$ cat src/rtl/traffic_pkg.sv
// Shared state encodings, lamp codes and lamp decode for the intersection phase scheduler.
// Lamps use the {R,G,B} encoding of the single-lamp traffic_light_controller.
package traffic_pkg;

    localparam int ST_W = 4;

    typedef logic [ST_W-1:0] state_t;

    localparam state_t ST_NS_GREEN  = 4'd0;
    localparam state_t ST_NS_YELLOW = 4'd1;
    localparam state_t ST_ALL_RED_1 = 4'd2;
    localparam state_t ST_EW_GREEN  = 4'd3;
    localparam state_t ST_EW_YELLOW = 4'd4;
    localparam state_t ST_ALL_RED_2 = 4'd5;
    localparam state_t ST_WALK      = 4'd6;
    localparam state_t ST_PED_CLR   = 4'd7;
    localparam state_t ST_EMERG_RED = 4'd8;

    localparam logic [2:0] LAMP_RED = 3'b100;
    localparam logic [2:0] LAMP_YEL = 3'b110;
    localparam logic [2:0] LAMP_GRN = 3'b010;
    localparam logic [2:0] LAMP_OFF = 3'b000;

    typedef struct packed {
        logic [2:0] ns;
        logic [2:0] ew;
        logic       walk;
    } lamps_t;

    // Anything not explicitly a go/caution phase shows red both ways.
    function automatic lamps_t lamps_for(input state_t st);
        lamps_t l;
        l.ns   = LAMP_RED;
        l.ew   = LAMP_RED;
        l.walk = 1'b0;
        case (st)
            ST_NS_GREEN:  l.ns   = LAMP_GRN;
            ST_NS_YELLOW: l.ns   = LAMP_YEL;
            ST_EW_GREEN:  l.ew   = LAMP_GRN;
            ST_EW_YELLOW: l.ew   = LAMP_YEL;
            ST_WALK:      l.walk = 1'b1;
            default:      l.walk = 1'b0;
        endcase
        return l;
    endfunction

    function automatic int max4(input int a, input int b, input int c, input int d);
        int m;
        m = a;
        if (b > m) m = b;
        if (c > m) m = c;
        if (d > m) m = d;
        return m;
    endfunction

endpackage

$ cat src/rtl/tick_prescaler.sv
// Divides the board clock down to a one-cycle timing tick every TICK_DIV cycles.
// clr restarts the division so a phase always begins on a full tick period.
module tick_prescaler #(
    parameter int TICK_DIV = 100_000_000
) (
    input  logic clk_100MHz,
    input  logic rst_n,
    input  logic clr,
    output logic tick
);

    localparam int PS_W = (TICK_DIV > 1) ? $clog2(TICK_DIV) : 1;
    localparam logic [PS_W-1:0] PS_LAST = PS_W'(TICK_DIV - 1);

    logic [PS_W-1:0] r_cnt;
    logic            w_at_last;

    assign w_at_last = (r_cnt == PS_LAST);
    assign tick      = w_at_last;

    always_ff @(posedge clk_100MHz or negedge rst_n) begin
        if (!rst_n) begin
            r_cnt <= '0;
        end else if (clr || w_at_last) begin
            r_cnt <= '0;
        end else begin
            r_cnt <= r_cnt + 1'b1;
        end
    end

endmodule

$ cat src/rtl/traffic_phase_scheduler.sv
// Two-direction intersection sequencer with pedestrian walk phase and emergency all-red.
// Lamp outputs are registered from the state register, so they trail it by one cycle.
//
//   state        | meaning
//   NS_GREEN     | NS go, EW red; may end early once a walk is pending
//   NS_YELLOW    | NS caution, always served in full
//   ALL_RED_1    | clearance before EW
//   EW_GREEN     | EW go, NS red; may end early once a walk is pending
//   EW_YELLOW    | EW caution, always served in full
//   ALL_RED_2    | clearance; branch to WALK or NS_GREEN
//   WALK         | pedestrian crossing, both red
//   PED_CLR      | clearance after the walk
//   EMERG_RED    | held all-red while emerg is high, then clearance
module traffic_phase_scheduler
    import traffic_pkg::*;
#(
    parameter int TICK_DIV  = 100_000_000,
    parameter int GREEN_T   = 10,
    parameter int GREEN_MIN = 4,
    parameter int YELLOW_T  = 3,
    parameter int ALLRED_T  = 1,
    parameter int WALK_T    = 5
) (
    input  logic       clk_100MHz,
    input  logic       rst_n,
    input  logic       ped_req,
    input  logic       emerg,
    output logic [2:0] ns_rgb,
    output logic [2:0] ew_rgb,
    output logic       walk,
    output logic       ped_pending,
    output logic [3:0] phase
);

    localparam int T_MAX = max4(GREEN_T, YELLOW_T, ALLRED_T, WALK_T);
    localparam int CNT_W = (T_MAX > 1) ? $clog2(T_MAX) : 1;

    // Tick-count values at which the final tick of each duration lands.
    localparam logic [CNT_W-1:0] GRN_LAST  = CNT_W'(GREEN_T - 1);
    localparam logic [CNT_W-1:0] GMIN_LAST = CNT_W'(GREEN_MIN - 1);
    localparam logic [CNT_W-1:0] YEL_LAST  = CNT_W'(YELLOW_T - 1);
    localparam logic [CNT_W-1:0] AR_LAST   = CNT_W'(ALLRED_T - 1);
    localparam logic [CNT_W-1:0] WALK_LAST = CNT_W'(WALK_T - 1);

    state_t           r_state;
    state_t           w_next;
    logic [CNT_W-1:0] r_tick_cnt;
    logic             w_tick;
    logic             w_clr;
    logic             r_ped_pending;
    logic             r_emerg_hold;
    logic [2:0]       r_ns_rgb;
    logic [2:0]       r_ew_rgb;
    logic             r_walk;
    lamps_t           w_lamps;

    logic             w_green_done;
    logic             w_yel_done;
    logic             w_ar_done;
    logic             w_walk_done;
    logic             w_to_emerg;
    state_t           w_after_clear;

    tick_prescaler #(
        .TICK_DIV (TICK_DIV)
    ) u_prescaler (
        .clk_100MHz (clk_100MHz),
        .rst_n      (rst_n),
        .clr        (w_clr),
        .tick       (w_tick)
    );

    assign w_green_done  = w_tick && ((r_tick_cnt == GRN_LAST) ||
                                      (r_ped_pending && (r_tick_cnt >= GMIN_LAST)));
    assign w_yel_done    = w_tick && (r_tick_cnt == YEL_LAST);
    assign w_ar_done     = w_tick && (r_tick_cnt == AR_LAST);
    assign w_walk_done   = w_tick && (r_tick_cnt == WALK_LAST);
    assign w_to_emerg    = emerg || r_emerg_hold;
    assign w_after_clear = r_ped_pending ? ST_WALK : ST_NS_GREEN;

    always_comb begin
        w_next = r_state;
        case (r_state)
            ST_NS_GREEN: begin
                if (emerg || w_green_done) w_next = ST_NS_YELLOW;
            end
            ST_NS_YELLOW: begin
                if (w_yel_done) w_next = w_to_emerg ? ST_EMERG_RED : ST_ALL_RED_1;
            end
            ST_ALL_RED_1: begin
                if (emerg)          w_next = ST_EMERG_RED;
                else if (w_ar_done) w_next = ST_EW_GREEN;
            end
            ST_EW_GREEN: begin
                if (emerg || w_green_done) w_next = ST_EW_YELLOW;
            end
            ST_EW_YELLOW: begin
                if (w_yel_done) w_next = w_to_emerg ? ST_EMERG_RED : ST_ALL_RED_2;
            end
            ST_ALL_RED_2: begin
                if (emerg)          w_next = ST_EMERG_RED;
                else if (w_ar_done) w_next = w_after_clear;
            end
            ST_WALK: begin
                if (emerg)            w_next = ST_EMERG_RED;
                else if (w_walk_done) w_next = ST_PED_CLR;
            end
            ST_PED_CLR: begin
                if (emerg)          w_next = ST_EMERG_RED;
                else if (w_ar_done) w_next = ST_NS_GREEN;
            end
            ST_EMERG_RED: begin
                if (!emerg && w_ar_done) w_next = w_after_clear;
            end
            default: w_next = ST_ALL_RED_2;
        endcase
    end

    // A high emerg in EMERG_RED keeps restarting the clearance countdown.
    assign w_clr = (w_next != r_state) || ((r_state == ST_EMERG_RED) && emerg);

    always_ff @(posedge clk_100MHz or negedge rst_n) begin
        if (!rst_n) begin
            r_state    <= ST_ALL_RED_2;
            r_tick_cnt <= '0;
        end else begin
            r_state <= w_next;
            if (w_clr) begin
                r_tick_cnt <= '0;
            end else if (w_tick) begin
                r_tick_cnt <= r_tick_cnt + 1'b1;
            end
        end
    end

    // Clear on WALK entry beats a same-cycle request.
    always_ff @(posedge clk_100MHz or negedge rst_n) begin
        if (!rst_n) begin
            r_ped_pending <= 1'b0;
        end else if ((w_next == ST_WALK) && (r_state != ST_WALK)) begin
            r_ped_pending <= 1'b0;
        end else if (ped_req) begin
            r_ped_pending <= 1'b1;
        end
    end

    // Remembers an emergency seen during green/yellow so the yellow still ends in EMERG_RED
    // even if emerg drops before the yellow completes.
    always_ff @(posedge clk_100MHz or negedge rst_n) begin
        if (!rst_n) begin
            r_emerg_hold <= 1'b0;
        end else if (r_state == ST_EMERG_RED) begin
            r_emerg_hold <= 1'b0;
        end else if (emerg) begin
            r_emerg_hold <= 1'b1;
        end
    end

    assign w_lamps = lamps_for(r_state);

    always_ff @(posedge clk_100MHz or negedge rst_n) begin
        if (!rst_n) begin
            r_ns_rgb <= LAMP_RED;
            r_ew_rgb <= LAMP_RED;
            r_walk   <= 1'b0;
        end else begin
            r_ns_rgb <= w_lamps.ns;
            r_ew_rgb <= w_lamps.ew;
            r_walk   <= w_lamps.walk;
        end
    end

    assign ns_rgb      = r_ns_rgb;
    assign ew_rgb      = r_ew_rgb;
    assign walk        = r_walk;
    assign ped_pending = r_ped_pending;
    assign phase       = r_state;

endmodule
$ cat config.mk
export PLATFORM = sky130hd
export DESIGN_NAME = traffic_phase_scheduler
export DESIGN_NICKNAME = d
export VERILOG_FILES = /design/src/rtl/traffic_pkg.sv /design/src/rtl/tick_prescaler.sv /design/src/rtl/traffic_phase_scheduler.sv
export SDC_FILE = /design/constraint.sdc
export NUM_CORES = 1
export LEC_CHECK = 0
export BUFFER_PORTS_ARGS = -buffer_cell sky130_fd_sc_hd__buf_2
export CORE_UTILIZATION = 51
export DETAILED_ROUTE_END_ITERATION = 6
export GPL_TIMING_DRIVEN = 0
export MAX_ROUTING_LAYER = met4
export PLACE_DENSITY = 0.69
export SLEW_MARGIN = 30
export SYNTH_ARGS = -nofsm -noshare
export SYNTH_HDL_FRONTEND = slang
export SYNTH_HIERARCHICAL = 1
export SYNTH_SLANG_ARGS = --single-unit
export TNS_END_PERCENT = 5
$ cat constraint.sdc
create_clock -name clk_100MHz -period 6.61 [get_ports clk_100MHz]
set_clock_uncertainty 0.15 [all_clocks]
set_input_delay 1.322 -clock clk_100MHz [delete_from_list [all_inputs] [get_ports clk_100MHz]]
set_output_delay 1.322 -clock clk_100MHz [all_outputs]
set_load 0.03 [all_outputs]
Yosys cells after proc, flatten, opt, wreduce, memory -nomap -nowiden. Index checks and enable logic that the tools add are counted.

Add/subtract/negate cells: 2. $lt $le $gt $ge: 1. Eq/ne operators: 15. Multiplexer cells: 27. Reductions and logical operators: 19.

Operator list (number): $mux 4 (17); $pmux 4 s9 (1); $add 27x1->27 const B (1); $eq 27x27->1 const B (1); $mux 27 (1); $eq 4x3->1 const B (6); $eq 4x2->1 const B (3); $pmux 3 s2 (2); $eq 4x4->1 const B (2); $logic_and 1x1->1 (8); $logic_not 4->1 (2); $reduce_bool 2->1 (3); $logic_or 1x1->1 (5); $mux 1 (5); $add 4x1->4 const B (1); $eq 4x1->1 const B (1); $ge 4x2->1 const B (1); $ne 4x3->1 const B (1); $ne 4x4->1 (1); $mux 3 (1); $logic_not 1->1 (1).

Register bits: 44. Bits of input ports: 4. Output and inout bits: 12. Logic and storage cells: 72.

Logic depth before layout (Yosys ltp).
Word-level depth: 11. Mapped depth: 16.

Cells and area by module. The synthesis kept the hierarchy.

By module, submodules not included: tick_prescaler (times used 1, cells an instance 151, area an instance 1417.6 um^2, seq. area each 675.6 um^2); traffic_phase_scheduler (times used 1, cells an instance 117, area an instance 1079.8 um^2, seq. area each 380.4 um^2).

Worst setup path before layout. No wires, ideal clock.

Path type: input-to-reg. From: input port emerg. To: register u_prescaler.r_cnt[3]. Setup time: 0.121 ns. Data arrival time: 3.092 ns. Slack: 3.246 ns. Stages on the path: 10. Path buffers: 2. Cells stage by stage: clkbuf_1 -> or4b_1 -> o21ai_2 -> nor4_4 -> xnor2_2 -> or2_1 -> inv_1 -> o31ai_2 -> buf_2 -> nor2_1.

Word-level cells in the longest chain between the ends: 8.

RTL lines: from (decl) (RTL line traffic_phase_scheduler.sv:27) `input logic emerg,`; $logic_or 1x1->1 / $logic_not 1->1 (equally long branches) (RTL line traffic_phase_scheduler.sv:78, traffic_phase_scheduler.sv:113); $mux 4, or another cell as far along (RTL line traffic_phase_scheduler.sv:98) `if (w_yel_done) w_next = w_to_emerg ? ST_EMERG_RED : ST_ALL_RED_2;`; $mux 4 (on tied branches) (RTL line traffic_phase_scheduler.sv:98, traffic_phase_scheduler.sv:88, traffic_phase_scheduler.sv:113); $pmux 4 s9 (RTL line traffic_phase_scheduler.sv:83) `case (r_state)`; $ne 4x4->1 (RTL line traffic_phase_scheduler.sv:120) `assign w_clr = (w_next != r_state) || ((r_state == ST_EMERG_RED) && emerg);`; $logic_or 1x1->1 (*) (RTL line traffic_phase_scheduler.sv:120); named net w_clr (RTL line traffic_phase_scheduler.sv:49) `logic w_clr;`; $logic_or 1x1->1 (*) (RTL line tick_prescaler.sv:24) `end else if (clr || w_at_last) begin`; $mux 27 (*) (RTL line tick_prescaler.sv:24); to (signal assigned) (RTL line tick_prescaler.sv:27) `r_cnt <= r_cnt + 1'b1;`; to (decl) (RTL line tick_prescaler.sv:15) `logic [PS_W-1:0] r_cnt;`.

Mark *: on every way through the listed nets, which the timed path passes. The rest lies on a longest branch. A chain may end at the register's enable or synchronous reset.

Worst setup path after layout.
From: register u_prescaler.r_cnt[0]. To: register u_prescaler.r_cnt[3].

Word-level cells in the longest chain between the ends: 9.

RTL lines: $eq 27x27->1 (*) (RTL line tick_prescaler.sv:18) `assign w_at_last = (r_cnt == PS_LAST);`; named net w_tick (RTL line traffic_phase_scheduler.sv:48) `logic w_tick;`; $logic_and 1x1->1 (on tied branches) (RTL line traffic_phase_scheduler.sv:76, traffic_phase_scheduler.sv:73, traffic_phase_scheduler.sv:77); $mux 4, or another cell as far along (RTL line traffic_phase_scheduler.sv:110) `else if (w_ar_done) w_next = ST_NS_GREEN;`; $mux 4, or another cell as far along (RTL line traffic_phase_scheduler.sv:109) `if (emerg) w_next = ST_EMERG_RED;`; $pmux 4 s9 (*) (RTL line traffic_phase_scheduler.sv:83); $ne 4x4->1 (*) (RTL line traffic_phase_scheduler.sv:120); $logic_or 1x1->1 (*) (RTL line traffic_phase_scheduler.sv:120); named net w_clr (RTL line traffic_phase_scheduler.sv:49); $logic_or 1x1->1 (*) (RTL line tick_prescaler.sv:24); $mux 27 (*) (RTL line tick_prescaler.sv:24).

Marked as above.

==> impl_metrics.ini <==
[final_layout]
finish.utilization_pct = 58.4
fillCellCount = 419
area_growth_pct = 10.5
antenna_cells = 0
final_nets = 298
layout-drive-gt1-share_pct = 16.6

[pwr]
powerDensity_mw_per_mm2 = 293
ir_drop_uv = 145
leakage_uw = 0.00111

[cts]
post_cts_resized = 0
cts.sinks = 42
cts_htree_levels = 2
cts_tree = done
root_buffer = clkbuf_8
post-cts-setup-buffers = 0
numCtsBuffers = 5
insertion_delay_ns = 0.29
clock_path_buffers = 2
holdBufCountCts = 0
clk_pin_slew_worst_paths_ns = 0.07

[sta]
setup_viol = 0
final.setup.tns_ns = 0
slew_headroom_pct = 62.9
timing.fmax_ghz = 0.251
worst_pin_slew_ns = 0.554
slew_violations = 0
hold_viol = 0
period_share_pct = 60.2
rsz0062_at_grt = no
period_minus_slack_ns = 3.98

[routing]
wl_per_cell_um = 14.0
wl_um = 5000
drt_first_iter_violations = 151
vias = 1993
dr.pass1.iters = 4
antenna_left = 0
viasPerCell = 5.58
drc = 0

[floorplanning]
core_area_mm2 = 0.00472
rows = 25
die_area_mm2 = 0.00518
die_w_um = 72.0
die_h_um = 72.0
ios = 16
start_util_pct = 52.9

[setup_path]
cp.required_ns = 6.63
crit_type = flip-flop to flip-flop
arrival_ns = 4.00
cp-end-kind = flip-flop
start_kind = flip-flop
crit_fanout = 10

[outcome]
outcome = finished, final reports clean

[grt]
grt_start_max_net_pins = 43
grt_usage_pct = 21.9
grt_pass1_vias = 1760
antenna_found_initial = 0
grt-ovfl-total = 0
grt_pass1_wl_um = 8510

[yosys]
synth_area_leaders = dfrtp_1 38%, dfstp_2 4.2%, a21oi_1 3.8%
ys.flop_type = dfrtp_1
postSynthAreaPerCell_um2 = 9.32
synth_area_leader_cell = dfrtp_1
synth_common_cells = 38 x dfrtp_1, 24 x nor2_1, 19 x a21oi_1
syn-cell-area_mm2 = 0.00250
synth_seq_cells = 42
yosysTopAreaCellShare_pct = 38.1
ys_types = 57
synth.yosys.seq_area_share_pct = 42.3
synth_warnings = 6
synth_edf_count = 0
synth_most_common_cell = dfrtp_1
syn_inst = 268
synthArstFlopShare_pct = 100

[place]
port_buffers = 13
gp_congestion = 0.851
hpwl_um = 3630

[run]
max_cap_violations = 0

[min_path]
hold_class = flip-flop to flip-flop
## routing by layer
| layer | track usage [%] | vias up | share of wire [%] |
|---|---|---|---|
| met5 | - | - | 0 |
| met2 | 29.8 | 31 | 42 |
| met4 | 7.41 | 0 | 1.2 |
| li1 | - | 1015 | - |
| met1 | 32.8 | 942 | 53 |
| met3 | 3.89 | 5 | 3.7 |
## final timing paths
kind	startpoint	end	slack (ns)	cells past startpoint
min reg2reg	u_prescaler/r_cnt[0]$_DFF_PN0_	u_prescaler/r_cnt[0]$_DFF_PN0_	0.30	1
max in group asynchronous	rst_n	phase[2]$_DFF_PN1_	5.08	1
max reg2reg	u_prescaler/r_cnt[0]$_DFF_PN0_	u_prescaler/r_cnt[3]$_DFF_PN0_	2.63	16
max	u_prescaler/r_cnt[0]$_DFF_PN0_	u_prescaler/r_cnt[3]$_DFF_PN0_	2.63	16
min	u_prescaler/r_cnt[0]$_DFF_PN0_	u_prescaler/r_cnt[0]$_DFF_PN0_	0.30	1
min in group asynchronous	rst_n	u_prescaler/r_cnt[20]$_DFF_PN0_	0.85	1
## layout make-up
cell class,count,area (um2),share of cell area (%)
Buffer,17,93.8,3.40
Clock buffer,7,76.3,2.77
Clock inverter,1,30.0,1.09
Inverter,10,37.5,1.36
Multi-Input combinational cell,200,1310,47.6
Sequential cell,42,1060,38.3
Tap cell,67,83.8,3.04
Timing Repair Buffer,13,67.6,2.45
## per-stage QoR
stage / cell area (um2) / cells / hold slack (ns) / setup slack (ns) / total power (uW)
4_1_cts: 2760 / 357 / 0.305 / 2.64 / 815
3_5_place_dp: 2650 / 349 / 0.295 / 2.66 / 617
6_report: 2760 / 357 / 0.303 / 2.63 / 807
2_1_floorplan: 2500 / 269 / 0.275 / 3.25 / 535
3_3_place_gp: 2650 / 349 / 0.292 / 2.69 / 616
5_1_grt: 2760 / 357 / 0.323 / 2.35 / 861
## cell usage in the layout (no fill, tap or decap), types with 2 or more instances in the layout
| master | instances |
|---|---|
| nand2_1 | 16 |
| clkbuf_1 | 7 |
| a21oi_1 | 19 |
| nor2b_1 | 2 |
| clkbuf_8 | 5 |
| nand2b_1 | 2 |
| nor2_1 | 24 |
| and2_1 | 2 |
| nand3_1 | 11 |
| o21ai_0 | 10 |
| dfstp_2 | 4 |
| dfrtp_1 | 38 |
| or4_4 | 2 |
| conb_1 | 2 |
| and3_1 | 4 |
| buf_4 | 7 |
| nor4_1 | 4 |
| xor2_1 | 9 |
| inv_1 | 10 |
| nand4_1 | 11 |
| nor3_1 | 11 |
| o31ai_1 | 7 |
| nand3_2 | 2 |
| nor4b_1 | 3 |
| a31oi_1 | 2 |
| buf_2 | 18 |
| or3_1 | 8 |
| xnor2_1 | 8 |
| and4_1 | 2 |
| ha_1 | 5 |
| or4_1 | 7 |
## where the power goes
| part | switching, uW | internal [uW] | leakage, uW | total [uW] |
|---|---|---|---|---|
| sequential | 14.4 | 284 | 0.000556 | 298 |
| combinational | 215 | 99.7 | 0.000507 | 314 |
| clock | 82.2 | 113 | 0.0000524 | 195 |
## sequential cells by signal, indices dropped and copies added (netlist names)
signal and flops:
ew_rgb 2, r_emerg_hold 1, ns_rgb 2, u_prescaler/r_cnt 27, walk 1, r_tick_cnt 4
ped_pending 1, phase 4
## cell families (layout without fill, tap and decap cells)
family	after synthesis	in the layout	share of synthesized area, %
and+or+nand+nor	125	125	30.4
AOI/OAI and AO/OA	48	48	11.9
DFF	42	42	42.3
buffers and inverters	27	48	5.26
xor gates and xnor gates	18	18	6.61
adders and majority gates	5	5	2.51
muxes	2	2	0.852
other	1	2	0.150
## worst max-delay path, cell delays in order, from the launching register on
cell and delay [ns]:
dfrtp_1 0.36, ha_1 0.21, and2_1 0.13, clkbuf_1 0.25
nand3_1 0.20, nor3_1 0.24, buf_4 0.20, nand4bb_1 0.26
or4b_4 0.56, nand3_2 0.12, nor4_4 0.07, xnor2_2 0.25
or2_1 0.22, inv_1 0.07, o31ai_2 0.15, buf_2 0.34
nor2_1 0.08
No activity file was read; power rests on OpenSTA's default activity.
